`src/rtl/conv_tap_sequencer.sv`:
```
// Time-multiplexed 3x3 convolution tap sequencer: one shared multiplier, nine taps
// issued one per cycle, 20-bit accumulation, shadow/active coefficient banks.
module conv_tap_sequencer #(
  parameter int MUL_LAT = 1
) (
  input  logic        clk,
  input  logic        rst,
  input  logic        win_valid,
  output logic        win_ready,
  input  logic [71:0] win_data,
  input  logic        coef_we,
  input  logic [3:0]  coef_addr,
  input  logic [7:0]  coef_wdata,
  input  logic        coef_commit,
  output logic        coef_pending,
  output logic [7:0]  mul_op1,
  output logic [7:0]  mul_op2,
  input  logic [15:0] mul_res,
  output logic        out_valid,
  input  logic        out_ready,
  output logic [19:0] out_sum,
  output logic        busy
);

  localparam logic [1:0] S_IDLE  = 2'd0;
  localparam logic [1:0] S_ISSUE = 2'd1;
  localparam logic [1:0] S_DRAIN = 2'd2;
  localparam logic [1:0] S_OUT   = 2'd3;

  // Tracking pattern when only the final product remains in the multiplier pipe.
  localparam logic [MUL_LAT-1:0] TRK_LAST = MUL_LAT'(1) << (MUL_LAT - 1);

  logic [1:0]         state_q, state_d;
  logic [3:0]         k_q, k_d;
  logic [19:0]        acc_q, acc_d;
  logic [MUL_LAT-1:0] trk_q, trk_d;
  logic [71:0]        win_q, win_d;
  logic [71:0]        shadow_q, shadow_d;
  logic [71:0]        active_q, active_d;
  logic               pending_q, pending_d;
  logic               copy;

  always_comb begin
    state_d   = state_q;
    k_d       = k_q;
    acc_d     = acc_q;
    trk_d     = trk_q << 1;
    win_d     = win_q;
    shadow_d  = shadow_q;
    active_d  = active_q;
    pending_d = pending_q;
    win_ready = 1'b0;
    mul_op1   = '0;
    mul_op2   = '0;
    out_valid = 1'b0;
    out_sum   = '0;
    copy      = (state_q == S_IDLE) && pending_q;

    if (trk_q[MUL_LAT-1]) begin
      acc_d = acc_q + {4'b0000, mul_res};
    end

    case (state_q)
      S_IDLE: begin
        win_ready = !pending_q;
        if (win_valid && !pending_q) begin
          win_d   = win_data;
          acc_d   = '0;
          k_d     = '0;
          state_d = S_ISSUE;
        end
      end
      S_ISSUE: begin
        mul_op1 = active_q[k_q*8 +: 8];
        mul_op2 = win_q[k_q*8 +: 8];
        trk_d   = (trk_q << 1) | MUL_LAT'(1);
        k_d     = k_q + 4'd1;
        if (k_q == 4'd8) begin
          state_d = S_DRAIN;
        end
      end
      S_DRAIN: begin
        if (trk_q == TRK_LAST) begin
          state_d = S_OUT;
        end
      end
      S_OUT: begin
        out_valid = 1'b1;
        out_sum   = acc_q;
        if (out_ready) begin
          state_d = S_IDLE;
        end
      end
      default: state_d = S_IDLE;
    endcase

    // The copy reads the registered shadow, so a same-cycle write lands in shadow only.
    if (coef_we && (coef_addr <= 4'd8)) begin
      shadow_d[coef_addr*8 +: 8] = coef_wdata;
    end
    if (copy) begin
      active_d  = shadow_q;
      pending_d = 1'b0;
    end else if (coef_commit) begin
      pending_d = 1'b1;
    end
  end

  always_ff @(posedge clk or negedge rst) begin
    if (!rst) begin
      state_q   <= S_IDLE;
      k_q       <= '0;
      acc_q     <= '0;
      trk_q     <= '0;
      win_q     <= '0;
      shadow_q  <= '0;
      active_q  <= '0;
      pending_q <= 1'b0;
    end else begin
      state_q   <= state_d;
      k_q       <= k_d;
      acc_q     <= acc_d;
      trk_q     <= trk_d;
      win_q     <= win_d;
      shadow_q  <= shadow_d;
      active_q  <= active_d;
      pending_q <= pending_d;
    end
  end

  assign busy         = (state_q != S_IDLE);
  assign coef_pending = pending_q;

endmodule

```
`config.mk`:
```
export PLATFORM = sky130hd
export DESIGN_NAME = conv_tap_sequencer
export DESIGN_NICKNAME = d
export VERILOG_FILES = /design/src/rtl/conv_tap_sequencer.sv
export SDC_FILE = /design/constraint.sdc
export NUM_CORES = 1
export LEC_CHECK = 0
export ABC_AREA = 1
export CAP_MARGIN = 0
export CORE_MARGIN = 5
export CORE_UTILIZATION = 35
export DETAILED_ROUTE_END_ITERATION = 10
export PLACE_DENSITY = 0.53
export REMOVE_ABC_BUFFERS = 1
export SETUP_SLACK_MARGIN = 0.15
export SYNTH_ARGS = -nofsm -noshare
export SYNTH_HDL_FRONTEND = slang
export SYNTH_SLANG_ARGS = --single-unit
```
`constraint.sdc`:
```
create_clock -name clk -period 5 [get_ports clk]
set_input_delay 1 -clock clk [delete_from_list [all_inputs] [get_ports clk]]
set_output_delay 1 -clock clk [all_outputs]
set_load 0.02 [all_outputs]
```
======== Yosys cells after proc, flatten, opt, wreduce, memory -nomap -nowiden ========
Index checks and enable logic that the tools add are counted.
word-level totals
  word-level logic and storage cells ...... 54
  bits in latches ......................... 0
  memories ................................ 0
  flip-flop bits (word level) ............. 244
  bits of input ports ..................... 106
  bits in writable memories ............... 0
  output and inout bits ................... 40
  memory bits (read-only) ................. 0
operators by class
  $mul .................................... 0
  div/mod/pow operators ................... 0
  shift-type cells ........................ 4
  bitwise logic cells ..................... 0
  reduce and logical (&&, ||, !) cells .... 11
  $lt $le $gt $ge ......................... 1
  muxes and demuxes ....................... 19
  add/sub/neg operators ................... 3
  equality and inequality tests ........... 8
operators with widths
  kind                                                                      count
  72-bit by 8-bit variable part select with 8-bit output                    2
  20-bit two-way mux                                                        4
  72-bit bitwise mux                                                        1
  8-bit by 34-bit variable shift with 72-bit output (first input constant)  1
  8-bit by 34-bit variable part select with 72-bit output                   1
  7-bit negation with 34-bit output                                         1
  20-bit by 16-bit adder with 20-bit output                                 1
  8-bit two-way mux                                                         2
  2-bit two-way mux                                                         4
  2-bit case mux with 4 select lines                                        1
  4-bit case mux with 2 select lines                                        1
  2-bit inequality test (second input constant)                             3
  2-bit nonzero test                                                        3
  1-bit two-way mux                                                         5
  4-bit by 1-bit adder with 4-bit output (second input constant)            1
  2-bit == test (second input constant)                                     2
  4-bit == test (second input constant)                                     1
  4-bit less-or-equal comparator (second input constant)                    1
  4-bit two-way mux                                                         1
  2-bit AND reduction                                                       2
  4-bit AND reduction                                                       1
  1-bit logical AND                                                         3
  2-bit by 1-bit == test with 1-bit output (second input constant)          1
  2-bit logical NOT                                                         1
  2 further kinds                                                           2

======== Logic depth before layout (Yosys ltp) ========
Gate-level depths: netlist (run 1).
  depth in word-level cells ............... 4
  depth in mapped cells ................... 17
  depth with buffers taken out ............ 14

======== Worst setup path after synthesis (run 1) ========
Ideal clock, no wire load.
  path kind ............................... input-to-reg
  start ................................... input coef_addr[0]
  end ..................................... register shadow_q[39]
  path buffers ............................ 4
  stages on the path ...................... 14
  slack ................................... 2.126 ns
  library setup time ...................... 0.120 ns
  required time ........................... 4.880 ns
  arrival ................................. 2.753 ns
  path through ............................ inv_1 -> buf_2 -> buf_1 -> ha_1 -> inv_1 -> nor2_2 -> inv_2 -> a21oi_2 -> nor3b_2 -> buf_4 -> nand2_4 -> buf_6 -> nand2_1 -> o21ai_2
on the way
  word-level cells in the longest chain between the ends .. 3
  elaborated cells on any way between the ends .. 6
  those cells by class .................... add/sub (1); order compare (1); shift (2); mux (1); reduce/logical (1)
RTL lines
  element                                                                                                                       line  text
  start, declared                                                                                                               12    input logic [3:0] coef_addr,
  7-bit negation with 34-bit output                                                                                             99    shadow_d[coef_addr*8 +: 8] = coef_wdata;
  8-bit by 34-bit variable part select with 72-bit output or 8-bit by 34-bit variable shift with 72-bit output (tied branches)  99
  72-bit bitwise mux                                                                                                            99
  end signal, assigned                                                                                                          125   shadow_q <= shadow_d;
  end, declared                                                                                                                 38    logic [71:0] shadow_q, shadow_d;
Parallel ways exist; a longest one is shown, timed or not.
A chain may end at the register's enable or synchronous reset.

======== Worst setup path after layout (run 1) ========
  start ................................... register state_q[1]
  end ..................................... output mul_op1[3]
on the way
  word-level cells in the longest chain between the ends .. 2
RTL lines
  element                                   line  text
  start, declared                           33    logic [1:0] state_q, state_d;
  start signal, assigned                    120   state_q <= state_d;
  2-bit by 1-bit == test with 1-bit output  63    case (state_q)
  8-bit two-way mux                         63
  end, declared                             16    output logic [7:0] mul_op1,
No other way between the ends.

==> flow_results.org, run 1 <==
** Global route
- In the global route stage, overall resource usage came out at 18.21%.
- For this run the aggregate overflow at the end of global routing stands at 0.
- Antenna violations before repair :: 0
- Vias in the first global route :: roughly 11k
- Wire length of the first global-routing pass :: ~58,000 microns
- Entering global routing, the biggest net connects roughly 110 pins.

** Worst setup path
- Critical Path Source Type :: flip-flop
- In this run the worst path has a maximum fanout of 17.
- Worst setup path category :: reg -> out
- Among all stages on the critical path, the largest delay is contributed by clkinv_1.
- CP bufs+invs :: 3
- The worst setup path is captured at a primary output.
- Max stage delay on crit path :: 730 ps
- Required @ worst endpoint :: roughly 4000 ps
- Broken down by cell family, the worst path's largest delay share belongs to buffers and inverters.
- Walking the worst path, the cells encountered are inv_1 -> ha_1 -> clkinv_1 -> a21oi_1 -> clkdlybuf4s50_1.
- For the worst setup path, the data arrival time is approximately 3300 ps.

** Finish
- Post-layout utilization of the core :: 43.53%
- The number of antenna diodes in the final layout is 0.
- The multi-input combinational cells in the finished layout cover a total of between 5000 and 6000 sq um.
- Sequential cell area :: approximately 6100 sq um
- The layout has around 3.6k filler cells.
- Final non-filler cell total :: 2,197
- In the final layout, the share of cells above drive strength 1 is between 5 and 6%.
- The area growth from synthesis to layout is 22.55%.
- After the last flow step, the layout net total stands at 1,856.

** STA
- The number of pins exceeding their max-slew limit in the final report came to 0.
- Clock skew on the completed layout was measured at 20.48 ps.
- Setup repair after global routing left no endpoint under its margin.
- Final hold viol count :: 0
- Post-route minimum period :: roughly 4300 ps
- Setup violations remaining at the end of the flow were counted as 0.
- Timing would allow up to approximately 0.23 GHz.
- Relative max-transition margin :: between 30% and 40%
- Of the available clock period, the critical path in the final layout requires between 80 and 90%.
- Worst-margin pin slew :: ~970 ps

** Clocking
- After clock tree synthesis, the flow added hold-fix buffers numbering 0.
- Worst-path clk slew :: ~60 ps
- The clock passes through at most 3 buffers.
- Num Clock Sinks :: 244
- Skew-Pair Late Insertion Delay :: ~560 ps
- Clk Tree Root Cell :: clkbuf_16
- CTS built an H-tree with a depth of 1.
- TritonCTS built the clock tree.
- Buffer count from post-CTS setup fixing :: 0
- CTS resizes :: 0
- The number of clock buffers added by TritonCTS is 28.

** Yosys
- The number of different library cells used by synthesis comes to 37.
- Register bit total from synthesis :: between 200 and 250
- A synthesized cell averages 7.611 sq um.
- Yosys warns :: 0
- The synthesized netlist devotes about an eighth of its cell area to compound gates.
- Post-synthesis share of cell area spent on full adders, half adders and majority gates :: 2.815%
- By area, the combinational part of the netlist is dominated by simple AND/OR/NAND/NOR gates.
- After synthesis the cells add up to ~12,000 sq um.
- Multiplexer cells account for 0% of the synthesized area.
- Parity-gate share of the synthesized area counting xor and xnor cells :: less than 1%
- The synthesized netlist devotes 27.75% of its cell area to simple gates.
- Synthesized netlist cell count :: ~1.6k
- Share of synthesized area occupied by flip-flops and latches :: 49.77%

** Drt
- After the first detailed-routing iteration, the DRC count stood at 822.
- For this block, the routed nets add up to approximately 36,000 microns of wire.
- In the final routed layout, each cell accounts on average for about 16 microns.
- Via/cell ratio :: about 4.9
- Antenna violation net count after detailed routing :: 0
- After detailed routing, the number of remaining DRC violations is 0.
- For this run, the detailed router's first-pass iteration total came to 6.
- Total via count after detailed routing :: between 10k and 15k

** Status
- Status :: complete, no violations

** Die
- From bottom edge to top edge, the die measures 197.2 microns.
- Initial cell density of the core :: a little over a third
- Site Rows :: between 60 and 70
- Core outline area :: 34,540 sq um
- The die covers ~39,000 sq um.
- I/O pins :: 146
- Die extent in x :: slightly below 200 microns

** Pwr
- The design draws roughly 8800 uW.
- Dividing total power by cell area gives a power density of 586.1 nW/um^2.
- The worst-case IR drop observed on VDD is approximately 0.3 mV.
- For this design the static power due to leakage is 0.007540 uW.

** Hold path
- Hold WC Path Type :: reg -> reg

** Placement
- Global placement routability congestion :: around 0.86
- Cell count after placement :: approximately 2.1k
- The wire-length estimate of the detail-placed layout is 23,580 microns.
- Port Buf Inserts :: ~150

** Flow run
- Number of max-cap violations :: 0
==> worst reg2reg max path, cell delays in order (launching register included) <==
cell and delay [ps]:
dfrtp_1 400, inv_1 100, ha_1 290, clkinv_1 730, o21ai_1 610, nand4_1 170, o22ai_1 150, a21oi_1 60
==> path summary, 6_finish.rpt <==
path	slack (ps)	end	start	depth (start not counted)
setup / recovery	740	mul_op1[3]	state_q[1]$_DFFE_PN0P_	5
hold / removal	460	win_q[15]$_DFFE_PN0P_	win_q[15]$_DFFE_PN0P_	2
setup reg to reg	2330	k_q[3]$_DFFE_PN0P_	state_q[1]$_DFFE_PN0P_	7
hold reg to reg	460	win_q[15]$_DFFE_PN0P_	win_q[15]$_DFFE_PN0P_	2
max in group asynchronous	3420	active_q[37]$_DFFE_PN0P_	rst	2
min in group asynchronous	510	acc_q[5]$_DFF_PN0_	rst	1
==> cell usage after synthesis, drive strengths merged <==
cell type / number / area (sq um)
nand3b: 1 / 7.510
a21oi: 40 / 204.0
or2: 1 / 6.260
ha: 26 / 325.3
o21bai: 2 / 15.01
o221ai: 16 / 140.1
nand4: 7 / 43.79
nor3: 26 / 135.1
nor2: 124 / 490.5
xor2: 1 / 8.760
buf: 27 / 150.1
and2: 2 / 12.51
o21ai: 168 / 870.8
nand2: 589 / 2231
o211ai: 22 / 165.2
o22ai: 10 / 62.56
nor3b: 1 / 12.51
inv: 152 / 570.6
clkbuf: 55 / 206.5
nand3: 93 / 465.5
dfrtp: 244 / 6106
clkinv: 3 / 12.51
a22oi: 1 / 7.510
fa: 1 / 20.02
==> flip-flops by register name, summed over array words and instances (netlist names) <==
name,flops
win_q,72
coef_pending,1
active_q,72
k_q,4
state_q,2
trk_q,1
acc_q,20
shadow_q,72
==> power by group <==
group | switching (uW) | leakage (uW) | internal, uW
registers | 398 | 0.00307 | 2700
logic | 2330 | 0.00403 | 1310
clock network | 852 | 0.000449 | 1220
total | 3580 | 0.00754 | 5230
==> cell usage in the layout (no fill, tap or decap), drive strengths merged <==
cell type      synthesis  layout
clkdlybuf4s50          0     144
nand4                  7       7
and2                   2       2
nor2                 124     124
clkinv                 3       9
clkbuf                55      38
inv                  152     151
o211ai                22      22
bufinv                 0       2
clkinvlp               0       4
o21ai                168     168
dfrtp                244     244
o21bai                 2       2
nand2                589     589
a21oi                 40      40
o22ai                 10      10
nor3                  26      26
nand3                 93      93
fa                     1       1
nand3b                 1       1
buf                   27      19
or2                    1       1
xor2                   1       1
ha                    26      26
a22oi                  1       1
o221ai                16      16
nor3b                  1       1
==> logic make-up (layout without fill, tap and decap cells) <==
logic type               count (synthesis)  count (layout)
buffers and inverters                  237             367
adder cells (fa/ha/maj)                 27              27
flip-flops                             244             244
XOR/XNOR                                 1               1
AO/OA/AOI/OAI                          259             259
AND/OR/NAND/NOR                        844             844
==> layout make-up <==
type	instances	share of cell area, %
inverter	155	3.878
multi-input combinational	1131	34.81
clock inverter	11	0.9320
timing repair buffer	163	10.67
sequential	244	40.62
tap	455	3.786
clock buffer	38	5.309
==> per-layer routing <==
metal | share of wire (%) | track usage [%] | vias up | wire [microns]
met3 | 5.7 | 2.593 | 42 | 2044
met2 | 42 | 27.76 | 274 | 15130
met4 | 1.3 | 2.953 | 0 | 461
met1 | 51 | 28.03 | 5113 | 18310
li1 | - | - | 5376 | -
met5 | 0 | 0 | - | 0
==> through the flow <==
step	setup TNS (ps)	setup slack (ps)	hold slack [ps]	cell area, sq um
6_report	0	738.6	463.6	15040
5_1_grt	0	567.7	479.7	15040
4_1_cts	0	686.0	468.7	15040
3_5_place_dp	0	1182	454.4	14100
3_3_place_gp	0	1281	447.8	14100
2_1_floorplan	-64980	-1285	436.6	11910
No activity file was read; power rests on OpenSTA's default activity.
==> run 2: changes to the inputs <==
--- a/config.mk
+++ b/config.mk
@@ -9,6 +9,7 @@
 export CAP_MARGIN = 0
 export CORE_MARGIN = 5
 export CORE_UTILIZATION = 35
+export CTS_CLUSTER_DIAMETER = 80
 export DETAILED_ROUTE_END_ITERATION = 10
 export PLACE_DENSITY = 0.53
 export REMOVE_ABC_BUFFERS = 1
==> run 2 against run 1 <==
Count of clock-buffer cells in the layout rose by 1. Die area unchanged. Combinational power is essentially flat. Critical path type unchanged. Highest routed layer unchanged.
==> flow_results.org, run 2 (synthesized netlist as in run 1, its figures left out) <==
** Die
- I/O pins :: ~150
- The floorplan has just under 70 rows.
- The die covers around 39,000 sq um.
- The die is 197.2 microns wide.
- The floorplan step set the die height to between 150 and 200 microns.
- In this run the standard cell core region covers about 35,000 sq um.
- For this configuration, the core starts out at a cell density of 35.52%.

** Worst setup path
- Worst setup path category :: reg -> out
- The worst setup path is captured at a primary output.
- For the worst setup path, the data arrival time is approximately 3300 ps.
- On the worst path, the slowest cell contributes a delay of approximately 720 ps.
- Required @ worst endpoint :: 4000 ps
- For this design, the slowest cell found on the critical path is clkinv_1.
- Cells along the critical path :: inv_1 -> ha_1 -> clkinv_1 -> a21oi_1 -> clkdlybuf4s50_1
- The worst setup path is launched from a flip-flop.
- Maximum fanout encountered on the critical timing path :: 17
- Slack of the worst reg-to-reg path :: around 2400 ps

** Clocking
- Maximum level of the CTS H-tree :: 1
- Worst-path clk slew :: 60 ps
- CTS resizes :: 0
- Clock tree synthesis inserted a total of 29 buffers.
- CTS saw approximately 240 sinks.
- Skew-Pair Late Insertion Delay :: roughly 570 ps
- Buffers inserted to repair hold after CTS numbered 0.
- Clk Tree Root Cell :: clkbuf_16
- In this run the post-CTS setup repair buffer count came out at 0.
- The clock passes through at most 3 buffers.
- TritonCTS built the clock tree.

** Drt
- In the routed layout, each cell is associated on average with a via count of between 4 and 5.
- In this run the remaining antenna-violating nets after routing total 0.
- The pre-antenna-repair detailed-routing pass consisted of 5 iterations.
- The routed layout has ~11k vias.
- Iteration-0 DRC count of the detailed router :: just under 800
- In the routed design, unresolved DRC markers number 0.
- Routed length per instance :: approximately 16 microns
- WL final :: around 36,000 microns

** Finish
- Top library cells by usage in the layout, fill and taps aside :: 582 x nand2_1, 243 x dfrtp_1, 150 x o21ai_0
- Final-layout fill cell count :: ~3.5k
- For this run, the post-layout net count is about 1.9k.
- Layout cell share with drive strength beyond 1 :: under 10%
- Leaving out fill and tap cells, the most frequent cell in the layout is nand2_1.
- Layout Area Growth over Synthesis :: 23.13%
- Antenna diode instance count :: 0
- Largest registers ranked by flip-flop count :: active_q (72), shadow_q (72), win_q (72)

** Global route
- Global routing used between 20% and 30% of the available met2 tracks.
- Maximum number of pins on one net before global-route repair :: roughly 110
- The global routing stage identified its most utilized layer as met1.
- The first global-routing pass estimated 57,950 microns of wire.
- Antenna violations before repair :: 0
- The number of global-route vias before repair is between 10k and 15k.
- After global routing the overflow that remains totals 0.
- Global-route usage over all layers :: approximately 18%
- Met3 Track Usage GR :: between 2 and 3%
- Met1 usage :: between 20 and 30%

** STA
- Dividing the final minimum period by the clock period gives 85.48%.
- The worst path needs 4274 ps of the cycle, external delays included.
- Relative max-transition margin :: between 30 and 40%
- Final hold viol count :: 0
- On the final layout, the worst hold slack is 464.8 ps.
- Clk_skew :: approximately 25 ps
- Worst-margin pin slew :: between 900 and 1000 ps
- Slew Limit Fails :: 0
- Setup Viol. Count Final :: 0
- Derived from the worst setup path, the maximum achievable clock frequency is 0.2340 GHz.
- Unrepaired setup endpoints after global routing :: false

** Pwr
- Leakage :: ~0.0076 uW
- Combinational logic is responsible for around 41% of the overall power.
- Net Sw Power :: 3596 uW
- Registers are responsible for between 30 and 40% of the overall power.
- Peak VDD IR :: between 0.3 and 0.4 mV
- Total power for the finished layout comes to between 8000 and 9000 uW.
- The share of total power dissipated in the clock network is 24.8%.
- Int Pwr :: around 5400 uW
- Total power density per cell area :: 593.0 nW/um^2
- Of the total power, the share spent switching nets is between 40% and 50%.

** Status
- Status :: complete, no violations

** Placement
- During placement, the flow inserted port buffers numbering between 100 and 150.
- After legalization and detailed placement, the total HPWL measured ~24,000 microns.
- Global placement routability congestion :: between 0.8 and 0.9

** Flow run
- Across the run, the number of max-cap violations was 0.

** Hold path
- The worst hold path belongs to the class reg -> reg.
-- run 2: cell types whose count changed in the layout (fill, tap and decap cells not counted) --
| cell | before | now |
|---|---|---|
| clkbuf_8 | 6 | 5 |
| inv_16 | 0 | 1 |
| inv_8 | 0 | 1 |
| bufinv_16 | 2 | 4 |
| clkbuf_16 | 28 | 29 |
| clkinv_16 | 1 | 0 |
| clkbuf_1 | 4 | 5 |
| clkinvlp_4 | 4 | 2 |
| clkinv_2 | 5 | 7 |
-- run 2: worst paths after layout --
path / startpoint / to / depth (start not counted)
max: state_q[1]$_DFFE_PN0P_ / mul_op1[3] / 5
min: win_q[11]$_DFFE_PN0P_ / win_q[11]$_DFFE_PN0P_ / 2
max reg2reg: state_q[1]$_DFFE_PN0P_ / k_q[3]$_DFFE_PN0P_ / 7
min reg2reg: win_q[11]$_DFFE_PN0P_ / win_q[11]$_DFFE_PN0P_ / 2
max in group asynchronous: rst / k_q[0]$_DFFE_PN0P_ / 2
min in group asynchronous: rst / acc_q[6]$_DFF_PN0_ / 1
-- run 2: layout make-up --
| type | count | area, sq um | area share, % |
|---|---|---|---|
| sequential | 244 | 6107 | 40.43 |
| clock inverter | 14 | 196.4 | 1.300 |
| timing repair buffer | 163 | 1604 | 10.62 |
| inverter | 155 | 583.1 | 3.860 |
| tap | 455 | 569.3 | 3.768 |
| multi-input combinational | 1131 | 5234 | 34.64 |
| clock buffer | 39 | 813.3 | 5.383 |
-- run 2: stage by stage --
step	std cells	area, sq um	worst slack, ps	utilization (%)	TNS (ps)
final	2201	15110	726.1	43.73	0
after CTS	2201	15110	681.7	43.73	0
after global placement	2148	14100	1281	40.81	0
after global routing	2201	15110	565.9	43.73	0
after detailed placement	2148	14100	1182	40.81	0
after floorplan	1530	11910	-1285	-	-64980
-- run 2: per-layer routing --
layer	up-vias	share of wire, %
li1	5387	-
met1	5077	51
met2	258	42
met3	45	5.6
met4	0	1.4
met5	-	0
-- run 2: power by group through the flow --
stage | combinational, uW | sequential [uW] | clock, uW
2_1_floorplan | 2300 | 3120 | 0
3_3_place_gp | 3620 | 3110 | 0
3_5_place_dp | 3670 | 3120 | 0
4_1_cts | 3680 | 3100 | 2280
5_1_grt | 4160 | 3190 | 2350
6_report | 3640 | 3100 | 2220
-- run 2: worst max-delay path: cells and delay by family (launching register included) --
kind                     cells  cell delay [ps]
buffers and inverters        3             1500
adder cells (fa/ha/maj)      1              290
AO/OA/AOI/OAI                1              520
flip-flops                   1              400
